<file path="config.mk">
export PLATFORM = sky130hd
export DESIGN_NAME = hamming_secded_decoder_flat
export DESIGN_NICKNAME = d
export VERILOG_FILES = /design/src/rtl/hamming_secded_decoder_if.sv /design/src/rtl/hamming_secded_decoder.sv /design/src/flat_wrapper.sv
export SDC_FILE = /design/constraint.sdc
export NUM_CORES = 1
export LEC_CHECK = 0
export ABC_AREA = 1
export BUFFER_PORTS_ARGS = -buffer_cell sky130_fd_sc_hd__buf_2
export CAP_MARGIN = 15
export CORE_MARGIN = 2
export CORE_UTILIZATION = 56
export CTS_CLUSTER_DIAMETER = 60
export DETAILED_ROUTE_END_ITERATION = 10
export PLACE_DENSITY = 0.78
export SLEW_MARGIN = 20
export SYNTH_ARGS = -nofsm -noshare
export SYNTH_HDL_FRONTEND = slang
export SYNTH_SLANG_ARGS = --single-unit
</file>
<file path="constraint.sdc">
create_clock -name clk -period 2.35 [get_ports clk]
set_clock_uncertainty 0.1 [all_clocks]
set_input_delay 0.235 -clock clk [delete_from_list [all_inputs] [get_ports clk]]
set_output_delay 0.235 -clock clk [all_outputs]
set_load 0.005 [all_outputs]
</file>
<file path="src/rtl/hamming_secded_decoder_if.sv">
// Bundles the streaming handshake, codeword, decoded result and error
// counter signals of hamming_secded_decoder into one interface. clk and
// rst are not part of it and stay plain ports of the decoder.
//
// Signals:
//   in_valid / in_ready / in_codeword      : input codeword handshake (N bits)
//   out_valid / out_ready                  : output word handshake
//   out_data                               : corrected payload (DATA_W bits)
//   out_syndrome                           : raw syndrome (R bits)
//   out_corrected / out_uncorrectable      : classification flags
//   clear_counts                           : synchronous clear of both counters
//   corr_count / uncorr_count              : delivered-word error counters
// Modports:
//   master : the producer/consumer side (testbench or surrounding logic)
//   slave  : the decoder side
interface hamming_secded_decoder_if #(
    parameter int DATA_W = 8,
    parameter int CNT_W  = 16
);

    // Smallest R with 2^R >= DATA_W + R + 1.
    function automatic int calcR(input int dw);
        int r;
        r = 1;
        for (int k = 0; k < 8; k++) begin
            if ((1 << r) < dw + r + 1) r = r + 1;
        end
        return r;
    endfunction

    localparam int R = calcR(DATA_W);
    localparam int N = DATA_W + R + 1;

    logic              in_valid;
    logic              in_ready;
    logic [N-1:0]      in_codeword;
    logic              out_valid;
    logic              out_ready;
    logic [DATA_W-1:0] out_data;
    logic [R-1:0]      out_syndrome;
    logic              out_corrected;
    logic              out_uncorrectable;
    logic              clear_counts;
    logic [CNT_W-1:0]  corr_count;
    logic [CNT_W-1:0]  uncorr_count;

    modport master (
        output in_valid, in_codeword, out_ready, clear_counts,
        input  in_ready, out_valid, out_data, out_syndrome,
               out_corrected, out_uncorrectable, corr_count, uncorr_count
    );

    modport slave (
        input  in_valid, in_codeword, out_ready, clear_counts,
        output in_ready, out_valid, out_data, out_syndrome,
               out_corrected, out_uncorrectable, corr_count, uncorr_count
    );

endinterface

</file>
<file path="src/rtl/hamming_secded_decoder.sv">
// Two-stage pipelined Hamming SECDED decoder with valid/ready flow control
// and saturating counters of corrected and uncorrectable delivered words.
//
// Codeword layout: bit i-1 holds Hamming position i (1..N-1), parity bits
// sit at power-of-two positions, data bits fill the remaining positions in
// ascending order, and bit N-1 is overall even parity.
//
// Ports:
//   clk : sole clock, rising edge
//   rst : asynchronous active-high reset
//   bus : hamming_secded_decoder_if slave modport (handshakes, codeword,
//         decoded outputs, counter clear and counters)
module hamming_secded_decoder #(
    parameter int DATA_W = 8,
    parameter int CNT_W  = 16
) (
    input  logic                    clk,
    input  logic                    rst,
    hamming_secded_decoder_if.slave bus
);

    function automatic int calcR(input int dw);
        int r;
        r = 1;
        for (int k = 0; k < 8; k++) begin
            if ((1 << r) < dw + r + 1) r = r + 1;
        end
        return r;
    endfunction

    // Hamming position of data bit d (skips the power-of-two parity slots).
    function automatic int dataPos(input int d);
        int result;
        int seen;
        result = 0;
        seen   = 0;
        for (int p = 3; p < 128; p++) begin
            if ((p & (p - 1)) != 0) begin
                if (seen == d) result = p;
                seen = seen + 1;
            end
        end
        return result;
    endfunction

    localparam int R = calcR(DATA_W);
    localparam int N = DATA_W + R + 1;

    logic              w_en;
    logic [R-1:0]      w_syn;
    logic              w_p;
    logic [N-1:0]      w_fixed;
    logic [DATA_W-1:0] w_data;
    logic              w_corr;
    logic              w_uncorr;
    logic              w_outFire;

    logic              r_s1Valid;
    logic [N-1:0]      r_s1Code;
    logic [R-1:0]      r_s1Syn;
    logic              r_s1P;
    logic              r_outValid;
    logic [DATA_W-1:0] r_outData;
    logic [R-1:0]      r_outSyn;
    logic              r_outCorr;
    logic              r_outUncorr;
    logic [CNT_W-1:0]  r_corrCount;
    logic [CNT_W-1:0]  r_uncorrCount;

    // The whole pipeline moves as one: it advances whenever the output
    // register is empty or being consumed, so no per-stage skid is needed.
    assign w_en      = ~r_outValid | bus.out_ready;
    assign w_outFire = r_outValid & bus.out_ready;

    // Syndrome and overall parity straight from the incoming codeword.
    always_comb begin
        w_syn = '0;
        for (int j = 0; j < R; j++) begin
            for (int i = 1; i < N; i++) begin
                if (((i >> j) & 1) == 1) w_syn[j] = w_syn[j] ^ bus.in_codeword[i-1];
            end
        end
        w_p = ^bus.in_codeword;
    end

    // Classification and single-bit repair of the stage-1 codeword. A
    // syndrome of zero with bad overall parity means only the overall parity
    // bit flipped, so nothing in the payload needs touching.
    always_comb begin
        w_fixed  = r_s1Code;
        w_corr   = 1'b0;
        w_uncorr = 1'b0;
        if (r_s1P) begin
            if (int'(r_s1Syn) <= N - 1) begin
                w_corr = 1'b1;
                for (int i = 1; i < N; i++) begin
                    if (int'(r_s1Syn) == i) w_fixed[i-1] = ~w_fixed[i-1];
                end
            end else begin
                w_uncorr = 1'b1;
            end
        end else if (r_s1Syn != '0) begin
            w_uncorr = 1'b1;
        end
    end

    // Payload extraction; for uncorrectable words w_fixed is still the raw
    // codeword, so this yields the uncorrected data.
    always_comb begin
        w_data = '0;
        for (int d = 0; d < DATA_W; d++) begin
            w_data[d] = w_fixed[dataPos(d) - 1];
        end
    end

    // Stage 1: capture codeword with its syndrome and overall parity.
    always_ff @(posedge clk or posedge rst) begin
        if (rst) begin
            r_s1Valid <= 1'b0;
            r_s1Code  <= '0;
            r_s1Syn   <= '0;
            r_s1P     <= 1'b0;
        end else if (w_en) begin
            r_s1Valid <= bus.in_valid;
            r_s1Code  <= bus.in_codeword;
            r_s1Syn   <= w_syn;
            r_s1P     <= w_p;
        end
    end

    // Stage 2: decoded result; holds steady while stalled.
    always_ff @(posedge clk or posedge rst) begin
        if (rst) begin
            r_outValid  <= 1'b0;
            r_outData   <= '0;
            r_outSyn    <= '0;
            r_outCorr   <= 1'b0;
            r_outUncorr <= 1'b0;
        end else if (w_en) begin
            r_outValid  <= r_s1Valid;
            r_outData   <= w_data;
            r_outSyn    <= r_s1Syn;
            r_outCorr   <= w_corr;
            r_outUncorr <= w_uncorr;
        end
    end

    // Counters only see delivered words; clear wins over a same-cycle count.
    always_ff @(posedge clk or posedge rst) begin
        if (rst) begin
            r_corrCount   <= '0;
            r_uncorrCount <= '0;
        end else if (bus.clear_counts) begin
            r_corrCount   <= '0;
            r_uncorrCount <= '0;
        end else if (w_outFire) begin
            if (r_outCorr && (r_corrCount != '1))     r_corrCount   <= r_corrCount + CNT_W'(1);
            if (r_outUncorr && (r_uncorrCount != '1)) r_uncorrCount <= r_uncorrCount + CNT_W'(1);
        end
    end

    assign bus.in_ready          = w_en;
    assign bus.out_valid         = r_outValid;
    assign bus.out_data          = r_outData;
    assign bus.out_syndrome      = r_outSyn;
    assign bus.out_corrected     = r_outCorr;
    assign bus.out_uncorrectable = r_outUncorr;
    assign bus.corr_count        = r_corrCount;
    assign bus.uncorr_count      = r_uncorrCount;

endmodule

</file>
<file path="src/flat_wrapper.sv">
// flat-port wrapper written by rule: the top's interface ports become plain ports
module hamming_secded_decoder_flat 
#(
    parameter int DATA_W = 8,
    parameter int CNT_W  = 16
)
  (clk, rst, bus_in_valid, bus_in_codeword, bus_out_ready, bus_clear_counts, bus_in_ready, bus_out_valid, bus_out_data, bus_out_syndrome, bus_out_corrected, bus_out_uncorrectable, bus_corr_count, bus_uncorr_count);
  hamming_secded_decoder_if #(.DATA_W(DATA_W), .CNT_W(CNT_W)) bus_i ();
  input  logic clk;
  input  logic rst;
  input wire logic [$bits(bus_i.in_valid)-1:0] bus_in_valid;
  input wire logic [$bits(bus_i.in_codeword)-1:0] bus_in_codeword;
  input wire logic [$bits(bus_i.out_ready)-1:0] bus_out_ready;
  input wire logic [$bits(bus_i.clear_counts)-1:0] bus_clear_counts;
  output wire logic [$bits(bus_i.in_ready)-1:0] bus_in_ready;
  output wire logic [$bits(bus_i.out_valid)-1:0] bus_out_valid;
  output wire logic [$bits(bus_i.out_data)-1:0] bus_out_data;
  output wire logic [$bits(bus_i.out_syndrome)-1:0] bus_out_syndrome;
  output wire logic [$bits(bus_i.out_corrected)-1:0] bus_out_corrected;
  output wire logic [$bits(bus_i.out_uncorrectable)-1:0] bus_out_uncorrectable;
  output wire logic [$bits(bus_i.corr_count)-1:0] bus_corr_count;
  output wire logic [$bits(bus_i.uncorr_count)-1:0] bus_uncorr_count;
  assign bus_i.in_valid = bus_in_valid;
  assign bus_i.in_codeword = bus_in_codeword;
  assign bus_i.out_ready = bus_out_ready;
  assign bus_i.clear_counts = bus_clear_counts;
  assign bus_in_ready = bus_i.in_ready;
  assign bus_out_valid = bus_i.out_valid;
  assign bus_out_data = bus_i.out_data;
  assign bus_out_syndrome = bus_i.out_syndrome;
  assign bus_out_corrected = bus_i.out_corrected;
  assign bus_out_uncorrectable = bus_i.out_uncorrectable;
  assign bus_corr_count = bus_i.corr_count;
  assign bus_uncorr_count = bus_i.uncorr_count;
  hamming_secded_decoder #(.DATA_W(DATA_W), .CNT_W(CNT_W)) u_core (.clk(clk), .rst(rst), .bus(bus_i));
endmodule
</file>
After elaboration in Yosys (flattened, before gate mapping)
Cells that the tools add are included.
W data, S select, Z words.
{ "op_classes": {"n_addsub": 2, "n_lt_le_gt_ge": 1, "eq_ne": 14, "mux": 25, "bitwise": 33, "n_reduce_logical": 9} }
{ "op_table": {"columns": ["operator", "count"], "rows": [
  ["$mux W16", 6],
  ["$add A16 B1 Y16 const B", 2],
  ["$eq A4 B4 Y1 const B", 8],
  ["$ne A16 B16 Y1 const B", 2],
  ["$mux W12", 2],
  ["$xor A1 B1 Y1", 18],
  ["$mux W1", 17],
  ["$not A1 Y1", 13],
  ["$reduce_xor A13 Y1", 1],
  ["$eq A4 B3 Y1 const B", 3],
  ["$reduce_bool A2 Y1", 3],
  ["$eq A4 B2 Y1 const B", 1],
  ["$le A4 B4 Y1 const B", 1],
  ["$reduce_and A2 Y1", 2],
  ["$reduce_bool A4 Y1", 1],
  ["$logic_and A1 B1 Y1", 2],
  ["$and A1 B1 Y1", 1],
  ["$or A1 B1 Y1", 1]
]} }
{ "word_totals": {"reg_bits": 65, "out_inout_bits": 48, "elab_cells": 95} }

Longest topological paths before layout
{ "depth": {"depth_word": 5, "mapped_depth": 11, "mapped_depth_nobuf": 11} }

Worst setup path before layout
Ideal clock, no wire load.
{ "synth_path": {"path_kind": "register to register", "start": "register u_core.r_corrCount[0] (netlist: u_core.bus.corr_count[0])", "end": "register u_core.r_corrCount[10] (netlist: u_core.bus.corr_count[10])", "arrival_ns": 1.520, "setup_slack_ns": 0.613, "path_stages_with_launch": 11, "period_less_slack_ns": 1.737, "cell_sequence": "dfrtp_1 ha_1 inv_2 nor2_4 and2_4 nand2_4 o21ai_4 nand2_4 buf_6 nand2_1 nand2_1"} }
{ "synth_via": {"elab_chain_cells": 4} }
{ "synth_lines": {"columns": ["item", "line_no", "source"], "rows": [
  ["from (decl)", "hamming_secded_decoder.sv:67", "logic [CNT_W-1:0] r_corrCount;"],
  ["from (signal assigned)", "hamming_secded_decoder.sv:157", "if (r_outCorr && (r_corrCount != '1)) r_corrCount <= r_corrCount + CNT_W'(1);"],
  ["$add A16 B1 Y16 / $ne A16 B16 Y1 (equally long branches)", "hamming_secded_decoder.sv:157", null],
  ["$mux W16 / $logic_and A1 B1 Y1 (equally long branches)", "hamming_secded_decoder.sv:157", null],
  ["$mux W16 / $reduce_bool A2 Y1 (equally long branches)", null, null],
  ["$mux W16 / $reduce_and A2 Y1 (equally long branches)", null, null]
]} }
Parallel ways exist; a longest one is shown, timed or not. The select of a mux whose other input is x is not followed.
A chain may end at the register's enable or synchronous reset.

Worst setup path in the final report
{ "layout_path": {"start": "register u_core.r_uncorrCount[0] (netlist: u_core.bus.uncorr_count[0])", "end": "register u_core.r_uncorrCount[11] (netlist: u_core.bus.uncorr_count[11])"} }
{ "layout_via": {"elab_chain_cells": 4} }
{ "layout_lines": {"columns": ["item", "line_no", "source"], "rows": [
  ["from (decl)", "hamming_secded_decoder.sv:68", "logic [CNT_W-1:0] r_uncorrCount;"],
  ["from (signal assigned)", "hamming_secded_decoder.sv:158", "if (r_outUncorr && (r_uncorrCount != '1)) r_uncorrCount <= r_uncorrCount + CNT_W'(1);"],
  ["$add A16 B1 Y16 / $ne A16 B16 Y1 (equally long branches)", "hamming_secded_decoder.sv:158", null],
  ["$mux W16 / $logic_and A1 B1 Y1 (equally long branches)", "hamming_secded_decoder.sv:158", null],
  ["$mux W16 / $reduce_bool A2 Y1 (equally long branches)", null, null],
  ["$mux W16 / $reduce_and A2 Y1 (equally long branches)", null, null]
]} }
Parallel ways exist; a longest one is shown, timed or not. The select of a mux whose other input is x is not followed.

==> run metrics <==
first-pass GRT wire length=14.1 mm; port buffer count=65; total number of vias=3382; Post-Syn Area=0.00375 mm²; H-tree depth=3; Num CTS Buffers=9; Clock Tree Root=clkbuf_8; io pins=66; status=complete, but fails checks; chip height=85.8 µm; clock sink count=61; area delta synth->final=15.4%; Antenna Nets Post-Route=0; Worst-Skew Late Latency=0.34 ns; Mean Syn Cell Area=7.52 µm²; antenna violations before repair=0; Reg power frac=46.8%; Max clock buf depth=2; period utilization=85.6%; DR WL/cell=12.8 µm; Mapped Cells=499; Unique masters post-synth=33; row count=29; Placed Cells=631; ant diodes=0; CTS tree=yes; Power, Total=2690 µW; required time of the critical path=2.48 ns; Post-Route WL=8.28 mm; static leakage=0.00220 µW; number of DRC markers in iteration 0=182; Worst R2R Path Depth=9; reg-to-reg critical path startpoint=u_core.bus.uncorr_count[0]; minimum clock period=2.01 ns; Switch Pwr=869 µW; post-CTS sizing=0; Layout Nets=586; Die ar.=0.00737 mm²; Slew @ Worst Pin=0.581 ns; vias in the first global route=3186; peak supply drop=0.386 mV; CP Launch Type=flop; Reg2Reg Capture Point=u_core.bus.uncorr_count[11]; core area=0.00642 mm²; final setup fails=0; WP data arrival=2.15 ns; largest net degree at the start of global routing=44; Worst setup EP type=flop; Clock Power Share=32.0%; post-synthesis sequential area ratio=40.7%; post-synth top area share=40.7%; gpl congestion=0.916; vias per cell=5.22; layout cell share with drive strength beyond 1=21.5%; CP max FO=13; Total Routing Usage GR=24.3%; Yosys top cell by area=dfrtp_1; synth top area cells=dfrtp_1, nand2_1, xor2_1; Logic pwr share=21.2%; worst setup path end=u_core.bus.uncorr_count[11]; Worst-path clk slew=0.07 ns; P_int=1820 µW; slew margin rel.=61.1%; Critical Path Start=u_core.bus.uncorr_count[0]; f_max=497 MHz; RSZ-0062 raised after global routing=false; gr ovfl total=0; switch share=32.3%; P per Cell Area=621 mW/mm²; Worst Setup Slack post-DPL=0.371 ns; WS Path Type=flop to flop; HP Class=input port to flop; DRC viols=6; Fin. Hold Viols=0; Synth warnings=0; setup_tns=0 ns; failing checks=DRC; max-cap viol count=0; iteration count of the initial detailed-routing pass=8; Post-Syn Nets=519; Final HPWL DP=6.29 mm; Die X=85.8 µm; R2R Setup Slk=0.34 ns; setup ws final=0.339 ns; Pins Over Slew Limit=0; Initial Utilization=58.4%; Seq cells post-synth=61; final std cells w/o fill=648
==> placed cells by master, fill, tap and decap left out, drive strengths merged, types with 2 or more instances in the layout <==
| master | synthesis | routed |
|---|---|---|
| a21oi | 3 | 3 |
| buf | 6 | 71 |
| clkbuf | 10 | 11 |
| clkinv | 2 | 3 |
| clkinvlp | 0 | 4 |
| dfrtp | 61 | 61 |
| ha | 2 | 2 |
| inv | 53 | 53 |
| nand2 | 150 | 150 |
| nand3 | 42 | 42 |
| nand4 | 15 | 15 |
| nor2 | 57 | 57 |
| nor3 | 10 | 10 |
| o21ai | 40 | 40 |
| xnor2 | 14 | 14 |
| xor2 | 27 | 27 |
==> synth_stat cells <==
cell type,count
and2_4,1
o21a_2,1
ha_1,2
a21oi_1,3
nor2_8,1
nor2_4,3
o21ai_1,6
nor2_1,51
clkinv_1,2
dfrtp_1,61
nor2_2,2
o22ai_1,1
xnor2_1,14
nand2_1,142
nand3_1,42
nand2_4,4
xor2_1,27
a21boi_2,1
inv_2,3
nor3_2,1
nand2_2,4
nand4_1,15
o21ai_0,21
nor3_1,9
buf_6,3
o21ai_4,1
buf_2,3
o21ai_2,12
o21bai_1,1
inv_1,50
clkbuf_1,10
nand3b_1,1
nor4_1,1
==> area by class of cell <==
type	count	area [µm²]
clock buffers	11	151
inverters	55	206
fillers	563	2090
well taps	77	96.3
clock inverters	5	35.0
flip-flops and latches	61	1530
repair buffers	72	380
multi-input cells	367	1930
==> kinds of logic (layout without fill, tap and decap cells) <==
family | Yosys count | after routing | synth area share, %
fa+ha+maj | 2 | 2 | 0.667
compound gates | 47 | 47 | 8.14
simple gates | 277 | 277 | 33.1
buf+inv | 71 | 143 | 7.81
flops | 61 | 61 | 40.7
xor+xnor | 41 | 41 | 9.57
==> worst min path at each step <==
stage                            start                        to  slack [ns]  cells after the start
floorplan           bus_in_codeword[6]        u_core.r_s1Code[6]        0.26                      2
global placement                   rst  u_core.bus.corr_count[0]        0.20                      2
detailed placement                 rst  u_core.bus.corr_count[0]        0.20                      2
CTS                       bus_in_valid          u_core.r_s1Valid        0.02                      3
global route              bus_in_valid          u_core.r_s1Valid        0.01                      3
finish                    bus_in_valid          u_core.r_s1Valid        0.02                      3
==> sequential cells by signal, summed over array words and instances (netlist names) <==
register	flops
u_core.bus.out_uncorrectable	1
u_core.bus.uncorr_count	16
u_core.bus.out_data	8
u_core.bus.out_valid	1
u_core.r_s1Valid	1
u_core.r_s1P	1
u_core.bus.corr_count	16
u_core.bus.out_corrected	1
u_core.bus.out_syndrome	4
u_core.r_s1Code	8
u_core.r_s1Syn	4
==> per-layer routing <==
metal  vias up  GRT usage, %  part of all wire [%]
li1       1721             -                     -
met1      1569          29.3                    43
met2        79          43.5                    52
met3        13          3.66                   3.5
met4         0          9.67                   2.1
met5         -             0                     0
==> what timing repair did <==
| action | CTS | global route |
|---|---|---|
| setup buffers | 0 | 0 |
| endpoints found under the hold margin | 23 | 0 |
| hold buffers | 1 | 0 |
==> stage by stage <==
stage	hold slack (ns)	cell area, µm²	utilization, %
2_1_floorplan	0.256	3750	-
3_3_place_gp	0.203	4130	64.4
3_5_place_dp	0.204	4130	64.4
4_1_cts	0.0150	4330	67.4
5_1_grt	0.0124	4330	67.4
6_report	0.0221	4330	67.4
==> worst max-delay path, cell delays in order (launching register included) <==
cell and delay (ns):
dfrtp_1 0.42, ha_1 0.27, nand3_1 0.15, inv_2 0.08
nand2_2 0.09, nor2_4 0.04, a21boi_2 0.48, nand3_1 0.13
nand2_1 0.10, nor2_1 0.04
==> power groups by stage <==
stage,Clock [µW],Sequential (µW),Combinational [µW]
after floorplan,0,1270,385
after global placement,0,1270,555
after detailed placement,0,1280,571
after CTS,876,1260,577
after global routing,914,1280,649
final,861,1260,569
Power figures use the tool's default switching activity.
